### config.mk
export PLATFORM = sky130hd
export DESIGN_NAME = uart_bytes_rx
export DESIGN_NICKNAME = d
export VERILOG_FILES = /design/src/rtl/uart_bytes_rx.sv
export SDC_FILE = /design/constraint.sdc
export NUM_CORES = 1
export LEC_CHECK = 0
export CORE_MARGIN = 4
export CORE_UTILIZATION = 40
export DETAILED_ROUTE_END_ITERATION = 10
export PLACE_DENSITY_LB_ADDON = 0.08
export SYNTH_ARGS = -nofsm -noshare
export SYNTH_HDL_FRONTEND = slang
export SYNTH_SLANG_ARGS = --single-unit
### constraint.sdc
create_clock -name clk -period 5.7 [get_ports clk]
set_clock_uncertainty 0.1 [all_clocks]
set_input_delay 1.14 -clock clk [delete_from_list [all_inputs] [get_ports clk]]
set_output_delay 1.14 -clock clk [all_outputs]
set_load 0.005 [all_outputs]
### src/rtl/uart_bytes_rx.sv
// UART receiver that deserializes 12-bit words and assembles handshake + data words
// into a {mem, addr, data} memory-load command with a one-cycle valid strobe.
module uart_bytes_rx #(
  parameter int unsigned CLKS_PER_BIT = 868,
  parameter int unsigned DATA_BITS    = 12,
  parameter int unsigned BYTE_COUNT   = 4,
  parameter int unsigned TIMEOUT_CLKS = 16 * CLKS_PER_BIT * (DATA_BITS + 2)
) (
  input  logic                      clk,
  input  logic                      reset,
  input  logic                      rx,
  output logic [9+8*BYTE_COUNT:0]   data_out,
  output logic                      valid,
  output logic                      frame_err,
  output logic                      proto_err,
  output logic                      busy
);

  localparam int unsigned CNT_W = $clog2(CLKS_PER_BIT);
  localparam int unsigned BIT_W = $clog2(DATA_BITS + 1);
  localparam int unsigned IDX_W = $clog2(BYTE_COUNT + 1);
  localparam int unsigned TO_W  = $clog2(TIMEOUT_CLKS + 1);
  localparam int unsigned DW    = 8 * BYTE_COUNT;
  localparam int unsigned HALF  = CLKS_PER_BIT / 2 - 1;
  localparam int unsigned LAST  = CLKS_PER_BIT - 1;

  typedef enum logic [1:0] {B_IDLE, B_START, B_DATA, B_STOP} bit_state_e;
  typedef enum logic {P_HUNT, P_COLLECT} pkt_state_e;

  logic                 rx_meta_q, rx_s_q, rx_prev_q;
  bit_state_e           bit_state_q, bit_state_d;
  logic [CNT_W-1:0]     clk_cnt_q, clk_cnt_d;
  logic [BIT_W-1:0]     bit_cnt_q, bit_cnt_d;
  logic [DATA_BITS-1:0] shift_q, shift_d;
  logic                 word_rdy_c, stop_bad_c;
  logic [11:0]          word_c;

  pkt_state_e           pkt_state_q, pkt_state_d;
  logic                 mem_q, mem_d;
  logic [8:0]           addr_q, addr_d;
  logic [DW-1:0]        data_q, data_d;
  logic [IDX_W-1:0]     byte_idx_q, byte_idx_d;
  logic [TO_W-1:0]      idle_cnt_q, idle_cnt_d;
  logic [9+DW:0]        data_out_q, data_out_d;
  logic                 valid_q, valid_d;
  logic                 frame_err_q, frame_err_d;
  logic                 proto_err_q, proto_err_d;
  logic                 busy_q, busy_d;
  logic                 is_hdr_c, is_data_c;

  assign word_c    = shift_q[11:0];
  assign is_hdr_c  = (word_c[11:10] == 2'b01);
  assign is_data_c = (word_c[11:8] == 4'b0000);

  always_ff @(posedge clk or posedge reset) begin
    if (reset) begin
      rx_meta_q   <= 1'b1;
      rx_s_q      <= 1'b1;
      rx_prev_q   <= 1'b1;
      bit_state_q <= B_IDLE;
      clk_cnt_q   <= '0;
      bit_cnt_q   <= '0;
      shift_q     <= '0;
      pkt_state_q <= P_HUNT;
      mem_q       <= 1'b0;
      addr_q      <= '0;
      data_q      <= '0;
      byte_idx_q  <= '0;
      idle_cnt_q  <= '0;
      data_out_q  <= '0;
      valid_q     <= 1'b0;
      frame_err_q <= 1'b0;
      proto_err_q <= 1'b0;
      busy_q      <= 1'b0;
    end else begin
      rx_meta_q   <= rx;
      rx_s_q      <= rx_meta_q;
      rx_prev_q   <= rx_s_q;
      bit_state_q <= bit_state_d;
      clk_cnt_q   <= clk_cnt_d;
      bit_cnt_q   <= bit_cnt_d;
      shift_q     <= shift_d;
      pkt_state_q <= pkt_state_d;
      mem_q       <= mem_d;
      addr_q      <= addr_d;
      data_q      <= data_d;
      byte_idx_q  <= byte_idx_d;
      idle_cnt_q  <= idle_cnt_d;
      data_out_q  <= data_out_d;
      valid_q     <= valid_d;
      frame_err_q <= frame_err_d;
      proto_err_q <= proto_err_d;
      busy_q      <= busy_d;
    end
  end

  // Bit-level deserializer: mid-bit sampling, LSB first.
  always_comb begin
    bit_state_d = bit_state_q;
    clk_cnt_d   = clk_cnt_q + CNT_W'(1);
    bit_cnt_d   = bit_cnt_q;
    shift_d     = shift_q;
    word_rdy_c  = 1'b0;
    stop_bad_c  = 1'b0;
    case (bit_state_q)
      B_IDLE: begin
        clk_cnt_d = '0;
        if (rx_prev_q && !rx_s_q) bit_state_d = B_START;
      end
      B_START: begin
        if (clk_cnt_q == CNT_W'(HALF)) begin
          clk_cnt_d   = '0;
          bit_cnt_d   = '0;
          bit_state_d = rx_s_q ? B_IDLE : B_DATA;
        end
      end
      B_DATA: begin
        if (clk_cnt_q == CNT_W'(LAST)) begin
          clk_cnt_d = '0;
          shift_d   = {rx_s_q, shift_q[DATA_BITS-1:1]};
          bit_cnt_d = bit_cnt_q + BIT_W'(1);
          if (bit_cnt_q == BIT_W'(DATA_BITS - 1)) bit_state_d = B_STOP;
        end
      end
      B_STOP: begin
        if (clk_cnt_q == CNT_W'(LAST)) begin
          clk_cnt_d   = '0;
          bit_state_d = B_IDLE;
          if (rx_s_q) word_rdy_c = 1'b1;
          else        stop_bad_c = 1'b1;
        end
      end
      default: bit_state_d = B_IDLE;
    endcase
  end

  // Packet assembler: header, BYTE_COUNT data bytes, resync and inter-word timeout.
  always_comb begin
    pkt_state_d = pkt_state_q;
    mem_d       = mem_q;
    addr_d      = addr_q;
    data_d      = data_q;
    byte_idx_d  = byte_idx_q;
    idle_cnt_d  = '0;
    data_out_d  = data_out_q;
    valid_d     = 1'b0;
    frame_err_d = 1'b0;
    proto_err_d = 1'b0;
    busy_d      = busy_q;
    if (stop_bad_c) begin
      frame_err_d = 1'b1;
      pkt_state_d = P_HUNT;
      busy_d      = 1'b0;
    end else begin
      case (pkt_state_q)
        P_HUNT: begin
          if (word_rdy_c) begin
            if (is_hdr_c) begin
              mem_d       = word_c[9];
              addr_d      = word_c[8:0];
              data_d      = '0;
              byte_idx_d  = '0;
              pkt_state_d = P_COLLECT;
              busy_d      = 1'b1;
            end else begin
              proto_err_d = 1'b1;
            end
          end
        end
        P_COLLECT: begin
          if (word_rdy_c) begin
            if (is_data_c) begin
              for (int b = 0; b < int'(BYTE_COUNT); b++) begin
                if (byte_idx_q == IDX_W'(b)) data_d[8*b +: 8] = word_c[7:0];
              end
              byte_idx_d = byte_idx_q + IDX_W'(1);
              if (byte_idx_q == IDX_W'(BYTE_COUNT - 1)) begin
                data_out_d  = {mem_q, addr_q, data_d};
                valid_d     = 1'b1;
                pkt_state_d = P_HUNT;
                busy_d      = 1'b0;
              end
            end else if (is_hdr_c) begin
              proto_err_d = 1'b1;
              mem_d       = word_c[9];
              addr_d      = word_c[8:0];
              data_d      = '0;
              byte_idx_d  = '0;
            end else begin
              proto_err_d = 1'b1;
              pkt_state_d = P_HUNT;
              busy_d      = 1'b0;
            end
          end else if (bit_state_q == B_IDLE) begin
            if (idle_cnt_q == TO_W'(TIMEOUT_CLKS)) begin
              proto_err_d = 1'b1;
              pkt_state_d = P_HUNT;
              busy_d      = 1'b0;
            end else begin
              idle_cnt_d = idle_cnt_q + TO_W'(1);
            end
          end
        end
        default: pkt_state_d = P_HUNT;
      endcase
    end
  end

  assign data_out  = data_out_q;
  assign valid     = valid_q;
  assign frame_err = frame_err_q;
  assign proto_err = proto_err_q;
  assign busy      = busy_q;

endmodule

==> reports/summary.log <==
qor: status.outcome completed
qor: layout.area_growth_syn_to_layout 18.8%
qor: setup_path.worstSetupStartpoint clk_cnt_q[0]
qor: layout.num-fill-cells 1328
qor: synth.syn_area_per_cell 11.1 µm²
qor: grt.grt_usage 16.7%
qor: clock_tree.cts-resized-gates 0
qor: grt.antenna_found_initial 0
qor: synth.synthesis_warnings 0
qor: setup_path.criticalPathCategory reg2reg
qor: setup_path.worst_path_dominant_cell_family simple AND/OR/NAND/NOR gates
qor: synth.synth-edff-count 0
qor: timing.fin_crit 3060 ps
qor: placement.portBuffers 48
qor: timing.setup_viol_count_final 0
qor: clock_tree.path_clk_slew 60 ps
qor: drt.count_of_nets_left_with_antenna_violations_after_detail_routing 0
qor: drt.detail_route.drc_violations 0
qor: grt.first_global_vias 4141
qor: clock_tree.tritoncts built
qor: power.leakage 0.00315 µW
qor: clock_tree.cts.htree.levels 4
qor: setup_path.crit_fanout 35
qor: floorplan.design.die.area 17100 µm²
qor: drt.post_drt_wl_per_cell 17.0 µm
qor: timing.max_freq 327 MHz
qor: grt.grt_overflow_total 0
qor: setup_path.capturing_instance_or_port_of_the_critical_path data_q[23]
qor: setup_path.critical-path-slowest-cell sky130_fd_sc_hd__or4_1
qor: timing.layout_worst_path_cycle_share 53.6%
qor: timing.final-hold-violation-count 0
qor: run.timing.max_cap.violations 0
qor: drt.vias 4223
qor: power.power_frac_clock 46.9%
qor: layout.layout.cell_area.non_filler 7180 µm²
qor: power.netsw 525 µW
qor: drt.drt-initial-drc-count 274
qor: drt.number_of_optimization_iterations_in_the_first_detailed_route_pass 4
qor: drt.routed_wirelength 13200 µm
qor: floorplan.ios 49
qor: setup_path.crit_buf_inv 0
qor: synth.yosys_register_bits 133
qor: placement.dp.final_hpwl 8600 µm
qor: clock_tree.insertion_delay 420 ps
qor: timing.timing_max_transition_violations_final 0
qor: clock_tree.tritoncts_num_sinks 133
qor: timing.final.setup.tns 0 ps
qor: setup_path.cp.depth 5
qor: synth.postSynth.topFlopCell sky130_fd_sc_hd__dfrtp_1
qor: floorplan.floorplan.die.height 131 µm
qor: setup_path.crit_path_start_kind flop
qor: setup_path.critical_path_arrival 3260 ps
qor: grt.grt_start_max_net_pins 68
qor: power.p_sw_share 25.0%
qor: floorplan.design.core.area 14600 µm²
qor: synth.syn_area 6040 µm²
qor: layout.drive_gt1_share 13.1%
qor: clock_tree.cts_made_buffers 17
qor: floorplan.floorplan.initialDensity 41.3%
qor: power.power_density 292 nW/µm²
qor: clock_tree.cts_root_buffer sky130_fd_sc_hd__clkbuf_16
qor: setup_path.cell_chain_critical_path ha_1, nand4bb_4, or4_1, a2111o_1, a22o_1
qor: timing.worst_pin_slew 1250 ps
qor: clock_tree.hold_buffers 0
qor: floorplan.fp.dieW 131 µm
qor: clock_tree.cts_setup_buffers 0
qor: timing.slew_headroom 16.8%
qor: power.power.sequential.fraction 48.3%
qor: setup_path.critical-path-max-stage-delay 1020 ps
qor: synth.async_flop_share 100%
qor: setup_path.slack_of_the_worst_reg_to_reg_path 2640 ps
qor: setup_path.r2r-start clk_cnt_q[0]
qor: power.vdd.ir_drop.worst 0.183 mV
qor: setup_path.critPathCaptureType flop
qor: layout.layout.nets 594
qor: setup_path.reg2reg_to data_q[23]
qor: setup_path.required 5910 ps
qor: clock_tree.clock_path_buffers 2
qor: power.p_int 1570 µW
qor: setup_path.worstRegToRegCells 5
qor: power.combPwrFrac 4.9%
qor: synth.synth.distinct_cells 51
qor: grt.grt_first_pass_wirelength 22000 µm
qor: placement.post_dp_cell_area 6650 µm²
qor: placement.gp_congestion 0.807
qor: synth.register_area_share_after_synthesis 55.1%
qor: synth.post_synthesis_net_count 557
qor: min_path.hold_class reg2reg
qor: synth.syn-instance-count 544
qor: floorplan.rows 44
qor: timing.setup_repair_after_global_routing_missed_its_margin false
qor: layout.antenna_cells_inserted 0
qor: drt.vias_per_std_cell 5.43
==> power by group through the flow <==
stage	Clock (µW)	Sequential (µW)	Combinational [µW]
final	982	1010	103
after global routing	1050	1020	118
after CTS	1010	1010	105
after detailed placement	0	1030	105
after global placement	0	1030	104
after floorplan	0	1010	107
==> cell families (layout without fill, tap and decap cells) <==
kind of cell / count (synthesis) / in the layout / share of synthesized area, %
DFF: 133 / 133 / 55.1
adders and majority gates: 10 / 10 / 2.07
xor gates and xnor gates: 21 / 21 / 3.04
AOI/OAI and AO/OA: 118 / 118 / 13.1
muxes: 46 / 46 / 8.06
and+or+nand+nor: 166 / 166 / 15.1
buffers and inverters: 50 / 100 / 3.46
==> flip-flops by register name, indices dropped and copies added, names as in the netlist, 3 cells and up, named ones only <==
register and flops:
bit_cnt_q 4, clk_cnt_q 10, data_out 42, byte_idx_q 3, shift_q 12, data_q 24, addr_q 9, idle_cnt_q 18
==> cell usage in the layout (no fill, tap or decap), types with 3 or more instances in the layout <==
master                              n
sky130_fd_sc_hd__clkbuf_16         17
sky130_fd_sc_hd__nor3_1             5
sky130_fd_sc_hd__nor4_1             8
sky130_fd_sc_hd__clkinv_2           5
sky130_fd_sc_hd__clkdlybuf4s50_1   48
sky130_fd_sc_hd__a21bo_2            8
sky130_fd_sc_hd__nor2_1            37
sky130_fd_sc_hd__dfstp_2            3
sky130_fd_sc_hd__clkinvlp_4         4
sky130_fd_sc_hd__nand4_1           18
sky130_fd_sc_hd__mux2_2            21
sky130_fd_sc_hd__a41oi_1            3
sky130_fd_sc_hd__nor4bb_1           3
sky130_fd_sc_hd__mux2i_1           25
sky130_fd_sc_hd__o21ai_1            5
sky130_fd_sc_hd__o21ai_0           54
sky130_fd_sc_hd__a21oi_1            9
sky130_fd_sc_hd__ha_1              10
sky130_fd_sc_hd__or4_1              4
sky130_fd_sc_hd__xor2_1             6
sky130_fd_sc_hd__a2111o_1           3
sky130_fd_sc_hd__nor3_2             3
sky130_fd_sc_hd__clkinv_4           3
sky130_fd_sc_hd__dfrtp_1          130
sky130_fd_sc_hd__nand3_1           16
sky130_fd_sc_hd__inv_1             15
sky130_fd_sc_hd__inv_6              3
sky130_fd_sc_hd__or3_1              6
sky130_fd_sc_hd__nand2_1           47
sky130_fd_sc_hd__xnor2_1           15
sky130_fd_sc_hd__a22o_1            25
==> stage by stage <==
| step | std cells | util, % | power, µW | hold slack (ps) | worst slack (ps) |
|---|---|---|---|---|---|
| CTS | 778 | 49.0 | 2120 | 255 | 2620 |
| global placement | 746 | 45.4 | 1130 | 250 | 2690 |
| floorplan | 544 | - | 1110 | 245 | 911 |
| finish | 778 | 49.0 | 2100 | 255 | 2640 |
| global route | 778 | 49.0 | 2190 | 263 | 2460 |
| detailed placement | 746 | 45.4 | 1130 | 247 | 2650 |
==> per-layer routing <==
| metal | vias to the layer above | share of wire (%) | global-route usage, % |
|---|---|---|---|
| li1 | 2032 | - | - |
| met1 | 2099 | 47 | 22.7 |
| met2 | 68 | 47 | 25.8 |
| met3 | 24 | 3.6 | 3.98 |
| met4 | 0 | 2.1 | 6.96 |
| met5 | - | 0 | 0 |
==> cells in the mapped netlist (3+ instances only) <==
library cell               instances  area [µm²]
sky130_fd_sc_hd__dfrtp_1         130        3250
sky130_fd_sc_hd__o21ai_0          54         270
sky130_fd_sc_hd__nand2_1          47         176
sky130_fd_sc_hd__nor2_1           37         139
sky130_fd_sc_hd__clkbuf_1         26        97.6
sky130_fd_sc_hd__a22o_1           25         219
sky130_fd_sc_hd__mux2i_1          25         250
sky130_fd_sc_hd__mux2_2           21         236
sky130_fd_sc_hd__nand4_1          18         113
sky130_fd_sc_hd__inv_1            16        60.1
sky130_fd_sc_hd__nand3_1          16        80.1
sky130_fd_sc_hd__xnor2_1          15         131
sky130_fd_sc_hd__ha_1             10         125
sky130_fd_sc_hd__a21oi_1           9        45.0
sky130_fd_sc_hd__a21bo_2           8        80.1
sky130_fd_sc_hd__nor4_1            8        50.1
sky130_fd_sc_hd__or3_1             6        37.5
sky130_fd_sc_hd__xor2_1            6        52.6
sky130_fd_sc_hd__buf_2             5        25.0
sky130_fd_sc_hd__nor3_1            5        25.0
sky130_fd_sc_hd__o21ai_1           5        25.0
sky130_fd_sc_hd__or4_1             4        30.0
sky130_fd_sc_hd__a2111o_1          3        33.8
sky130_fd_sc_hd__a41oi_1           3        26.3
sky130_fd_sc_hd__dfstp_2           3        78.8
sky130_fd_sc_hd__nor3_2            3        30.0
sky130_fd_sc_hd__nor4bb_1          3        30.0
==> worst register-to-register path: cells and delay by family (launching register included) <==
kind / cells / cell delay, ps
compound gates: 2 / 910
flops: 1 / 400
fa+ha+maj: 1 / 350
simple gates: 2 / 1190
==> how the worst min path moves through the flow <==
stage	to	depth (start not counted)	slack, ps	startpoint
floorplan	rx_s_q	0	250	rx_meta_q
global placement	rx_s_q	0	250	rx_meta_q
detailed placement	rx_s_q	0	250	rx_meta_q
CTS	rx_s_q	0	260	rx_meta_q
global route	rx_s_q	0	260	rx_meta_q
finish	rx_s_q	0	250	rx_meta_q
==> cell type report <==
class | count | area [µm²] | share of cell area, %
repair buffers | 51 | 515 | 7.18
inverters | 17 | 66.3 | 0.924
clock buffers | 17 | 425 | 5.93
flip-flops and latches | 133 | 3330 | 46.4
well taps | 184 | 230 | 3.21
clock inverters | 15 | 108 | 1.50
multi-input cells | 361 | 2500 | 34.8
Note: power is estimated with default switching activity, not from simulation.
==> variant 1 (same flow settings) <==
Compare `clk_cnt_q` against `CNT_W'(LAST)` with >= in place of ==.
--- a/src/rtl/uart_bytes_rx.sv
+++ b/src/rtl/uart_bytes_rx.sv
@@ -124,5 +124,5 @@
       end
       B_STOP: begin
-        if (clk_cnt_q == CNT_W'(LAST)) begin
+        if (clk_cnt_q >= CNT_W'(LAST)) begin
           clk_cnt_d   = '0;
           bit_state_d = B_IDLE;
Behaviour: same outputs for any inputs over 10 cycles, from zero or initial values and one cycle with reset high; that may be too few to reach the edited logic, so the function may still have changed.
==> variant 1 against the original RTL <==
  * Non-clock buffer count grew 3
  * Combinational power shrank 19%
  * Critical endpoint is now data_out[39]
  * Critical path type unchanged
  * Synthesized area is 7.3% higher
  * Power is 11% higher
  * Die area rose by 6.9%
  * Count of clock-buffer cells in the layout rose by 2
  * Wire length up 8.3%
  * Sequential cell count unchanged
  * Worst setup slack got worse by 0.45 ns
  * Design area increased by 8.1%
  * Global-route usage is 0.23 points lower
==> variant 1: results (changes against the original RTL) <==
INFO  metric finalNetCount = 621 (+4.5%)
INFO  metric synth-seq-area-share = 0.5138 (-0.03766)
INFO  metric cellLeakagePower = 3.430 nW (+9.0%)
INFO  metric synth_top_area_cells = dfrtp_1, mux2_4, o32ai_1
INFO  metric dp_hpwl = 9451 um (+9.8%)
INFO  metric layout_cell_share_with_drive_strength_beyond_1 = 0.1610 (+0.02972)
INFO  metric synth.cells.most_frequent = dfrtp_1, nand2_1, mux2_4, o21ai_0, clkbuf_1
INFO  metric grt_pass1_wl = 23830 um (+8.4%)
INFO  metric viasPerCell = 5.399 (-0.53%)
INFO  metric tightest_slew = 1.163 ns (-0.08285 ns)
INFO  metric outcome = finished clean
INFO  metric route.detailed.wl_per_inst = 17.09 um (+0.63%)
INFO  metric first_global_vias = 4414 (+6.6%)
INFO  metric cp_max_fo = 42 (+20%)
INFO  metric wl_met3 = 543 um (+15%)
INFO  metric drt_first_iter_violations = 292 (+6.6%)
INFO  metric worst_ir_drop_vdd = 0.0002182 V (+19%)
INFO  metric synth_compound_gate_area_share = 0.1268 (-0.004530)
INFO  metric met1Wirelength = 7506 um (+20%)
INFO  metric synth_fa_ha_area_frac = 0.01929 (-0.001414)
INFO  metric finish.cell_count_without_fillers = 837 (+7.6%)
INFO  metric synthDistinctLibCells = 48 (-5.9%)
INFO  metric grt.total_usage = 0.1646 (-0.002348)
INFO  metric finalWeightedCongestion = 0.8048 (-0.32%)
INFO  metric worst-endpoint-arrival = 3.70 ns (+0.44 ns)
INFO  metric numPlacedInstances = 805 (+7.9%)
INFO  metric met2RoutedLength = 6044 um (-2.7%)
INFO  metric n_fill_cell = 1452 (+9.3%)
==> variant 1: kinds of logic after synthesis <==
family	after synthesis
multiplexers	55
buffers and inverters	64
XOR/XNOR	22
adder cells (fa/ha/maj)	10
AO/OA/AOI/OAI	122
AND/OR/NAND/NOR	171
flip-flops	133
==> variant 1: final cells by class <==
type / instances / area (sq um) / area share
Clock buffer: 19 / 452.9 / 0.05835
Sequential cell: 133 / 3332 / 0.4292
Multi-Input combinational cell: 380 / 2870 / 0.3698
Clock inverter: 13 / 226.5 / 0.02917
Timing Repair Buffer: 54 / 525.5 / 0.06770
Inverter: 22 / 85.08 / 0.01096
Tap cell: 216 / 270.3 / 0.03482
==> variant 1: power by group <==
part / internal [W] / total [W] / switching [W] / leakage, nW
Combinational: 0.0000313 / 0.0000831 / 0.0000518 / 1.27
Clock: 0.000842 / 0.00126 / 0.000416 / 0.325
Sequential: 0.000964 / 0.000996 / 0.0000318 / 1.84
Total: 0.00184 / 0.00234 / 0.000499 / 3.43
==> variant 1: worst paths after layout <==
path,startpoint,end,slack [ns],cells past startpoint
max,pkt_state_q,data_out[39],2.20,5
min,rx_meta_q,rx_s_q,0.26,0
max reg2reg,pkt_state_q,data_out[39],2.20,5
min reg2reg,rx_meta_q,rx_s_q,0.26,0
max in group asynchronous,reset,rx_s_q,3.33,3
min in group asynchronous,reset,data_out[39],1.12,2
==> variant 1: per-layer routing <==
metal | vias to the layer above | track usage
li1 | 2182 | -
met1 | 2238 | 0.2538
met2 | 83 | 0.2257
met3 | 16 | 0.03863
met4 | 0 | 0.05599
met5 | - | 0
==> variant 1: through the flow <==
stage               instance area, sq um  setup WS (ns)  hold WS, ns
global placement                    7083          2.262       0.2479
finish                              7762          2.197       0.2607
global route                        7762          1.978       0.2678
CTS                                 7762          2.168       0.2611
floorplan                           6485         0.9106       0.2452
detailed placement                  7083          2.182       0.2516
==> variant 1: worst max-delay path, stage by stage (launching register included) <==
cell and delay, ns:
dfrtp_1 0.42, or3b_1 0.67, or2_1 0.73, nor4_4 0.38, buf_4 0.63, mux2_4 0.35
==> variant 2 (same flow settings) <==
Without the edit above. `BYTE_COUNT`: 4 -> 8.
--- a/src/rtl/uart_bytes_rx.sv
+++ b/src/rtl/uart_bytes_rx.sv
@@ -4,5 +4,5 @@
   parameter int unsigned CLKS_PER_BIT = 868,
   parameter int unsigned DATA_BITS    = 12,
-  parameter int unsigned BYTE_COUNT   = 4,
+  parameter int unsigned BYTE_COUNT   = 8,
   parameter int unsigned TIMEOUT_CLKS = 16 * CLKS_PER_BIT * (DATA_BITS + 2)
 ) (
Ports: changed (resized data_out); port bits go from 49 to 81. No check against the original RTL was run, so the function may have changed too.
==> variant 2 against the original RTL <==
  * Combinational power shrank 63%
  * Worst setup slack got worse by 0.20 ns
  * Design area grew 40%
  * Sequential cell count up 65
  * Wire length rose by 39%
  * Sequential power up 40%
  * Power grew 24%
  * Critical endpoint is now data_q[45]
  * Synthesized area rose by 42%
  * Non-clock buffer count is 34 higher
  * Fmax shrank 6.3%
  * Global-route usage shrank 1.2 points
==> variant 2: results (changes against the original RTL) <==
INFO  metric dp_hpwl = 11660 um (+36%)
INFO  metric grt.total_usage = 0.1554 (-0.01152)
INFO  metric layout_cell_share_with_drive_strength_beyond_1 = 0.1176 (-0.01374)
INFO  metric sequential_cell_area = 0.004959 sq mm (+49%)
INFO  metric drt_first_iter_violations = 207 (-24%)
INFO  metric numPlacedInstances = 1035 (+39%)
INFO  metric post_synthesis_share_of_cell_area_spent_on_xor_and_xnor_gates = 0.02354 (-0.006896)
INFO  metric cellLeakagePower = 4.444 nW (+41%)
INFO  metric netlist_instances = 730 (+34%)
INFO  metric finalNetCount = 791 (+33%)
INFO  metric clock_latency_of_the_later_clocked_register_in_the_worst_skew_pair = 0.42 ns (about the same)
INFO  metric max_ffs_per_register = 74 (+76%)
INFO  metric synth_top_area_cells = dfrtp_1, mux2i_1, a22o_1
INFO  metric totalNegativeSetupSlack = 0 ns (unchanged)
INFO  metric synthArstFlopShare = 1.000 (unchanged)
INFO  metric internal-power = 0.002021 W (+29%)
INFO  metric wirelength = 18350 um (+39%)
INFO  metric post_cts_repair_timing_setup_buffer_count = 0 (unchanged)
INFO  metric cts_max_path_buffers = 2 (unchanged)
INFO  metric cts.htree.levels = 4 (unchanged)
INFO  metric synth_ff_type = dfrtp_1
INFO  metric number_of_antenna_violations_at_the_first_check_in_global_routing = 0 (unchanged)
INFO  metric finalWeightedCongestion = 0.8183 (+1.4%)
INFO  metric worst-endpoint-arrival = 3.47 ns (+0.21 ns)
INFO  metric cts_repair_resize_count = 0 (unchanged)
INFO  metric muxShareOfSynthArea = 0.1233 (+0.04273)
INFO  metric number_of_buffer_cells_added_on_primary_ports = 80 (+67%)
INFO  metric yosys_warnings = 0 (unchanged)
INFO  metric cts_root_buffer = clkbuf_16
INFO  metric synth.cells.most_frequent = dfrtp_1, nor2_1, a21oi_1, mux2i_1, a22o_1
INFO  metric antenna_cells_inserted = 0 (unchanged)
INFO  metric number_of_clock_buffers_inserted_by_tritoncts = 17 (unchanged)
INFO  metric placed_cell_area = 0.009513 sq mm (+43%)
INFO  metric firstDrtPassIters = 4 (unchanged)
INFO  metric synth_compound_gate_area_share = 0.1130 (-0.01825)
INFO  metric synth-seq-area-share = 0.5796 (+0.02810)
INFO  metric grt_pass1_wl = 29930 um (+36%)
INFO  metric synth_fa_ha_area_frac = 0.01316 (-0.007546)
INFO  metric synthDistinctLibCells = 50 (-2.0%)
INFO  metric cp_max_fo = 12 (-66%)
INFO  metric route.detailed.wl_per_inst = 17.21 um (+1.3%)
INFO  metric grt_start_max_net_pins = 199 (+190%)
INFO  metric outcome = finished clean
INFO  metric tightest_slew = 1.297 ns (+0.05107 ns)
INFO  metric hold_path.class = reg2reg
INFO  metric n_fill_cell = 1879 (+41%)
INFO  metric vias = 5604 (+33%)
INFO  metric syn_nets = 742 (+33%)
INFO  metric clk_pin_slew = 0.07 ns
INFO  metric pre_cts_slack = 2.439 ns (-0.2107 ns)
INFO  metric worst_ir_drop_vdd = 0.0001859 V (+1.3%)
## variant 2: layout make-up
class	count	area share
flip-flops and latches	198	0.4926
multi-input cells	469	0.3304
repair buffers	85	0.08452
clock buffers	18	0.04264
well taps	275	0.03418
clock inverters	13	0.01231
inverters	8	0.003356
## variant 2: path summary, 6_finish.rpt
check	from	to	slack (ns)	depth (start not counted)
max	clk_cnt_q[0]	data_q[45]	2.44	7
min	rx_meta_q	rx_s_q	0.26	0
max reg2reg	clk_cnt_q[0]	data_q[45]	2.44	7
min reg2reg	rx_meta_q	rx_s_q	0.26	0
max in group asynchronous	reset	data_q[27]	3.29	3
min in group asynchronous	reset	data_out[5]	1.11	3
## variant 2: logic make-up (layout without fill, tap and decap cells)
family / Yosys count / count (layout)
compound gates: 140 / 140
xor+xnor: 23 / 23
fa+ha+maj: 9 / 9
buf+inv: 63 / 124
flops: 198 / 198
mux: 100 / 100
simple gates: 197 / 197
## variant 2: critical path, cell delays in order, from the launching register on
cell	delay [ns]
dfrtp_1	0.41
ha_1	0.23
nand4bb_1	0.23
nor4_2	0.33
buf_4	0.22
a21boi_1	0.98
o21ai_2	0.31
a22o_1	0.33
## variant 2: power groups by stage
stage / sequential [W] / combinational (W) / clock, W
final: 0.00141 / 0.0000383 / 0.00114
after CTS: 0.00141 / 0.0000411 / 0.00117
after global placement: 0.00144 / 0.0000401 / 0
after global routing: 0.00141 / 0.0000469 / 0.00123
after floorplan: 0.00144 / 0.0000295 / 0
after detailed placement: 0.00144 / 0.0000411 / 0
## variant 2: per-layer routing
metal  GRT usage  part of all wire  up-vias
met1      0.2155              0.47     2837
met5           0                 0        -
met2      0.2535              0.49       81
met3     0.02602             0.028       18
li1            -                 -     2668
met4     0.04542             0.012        0
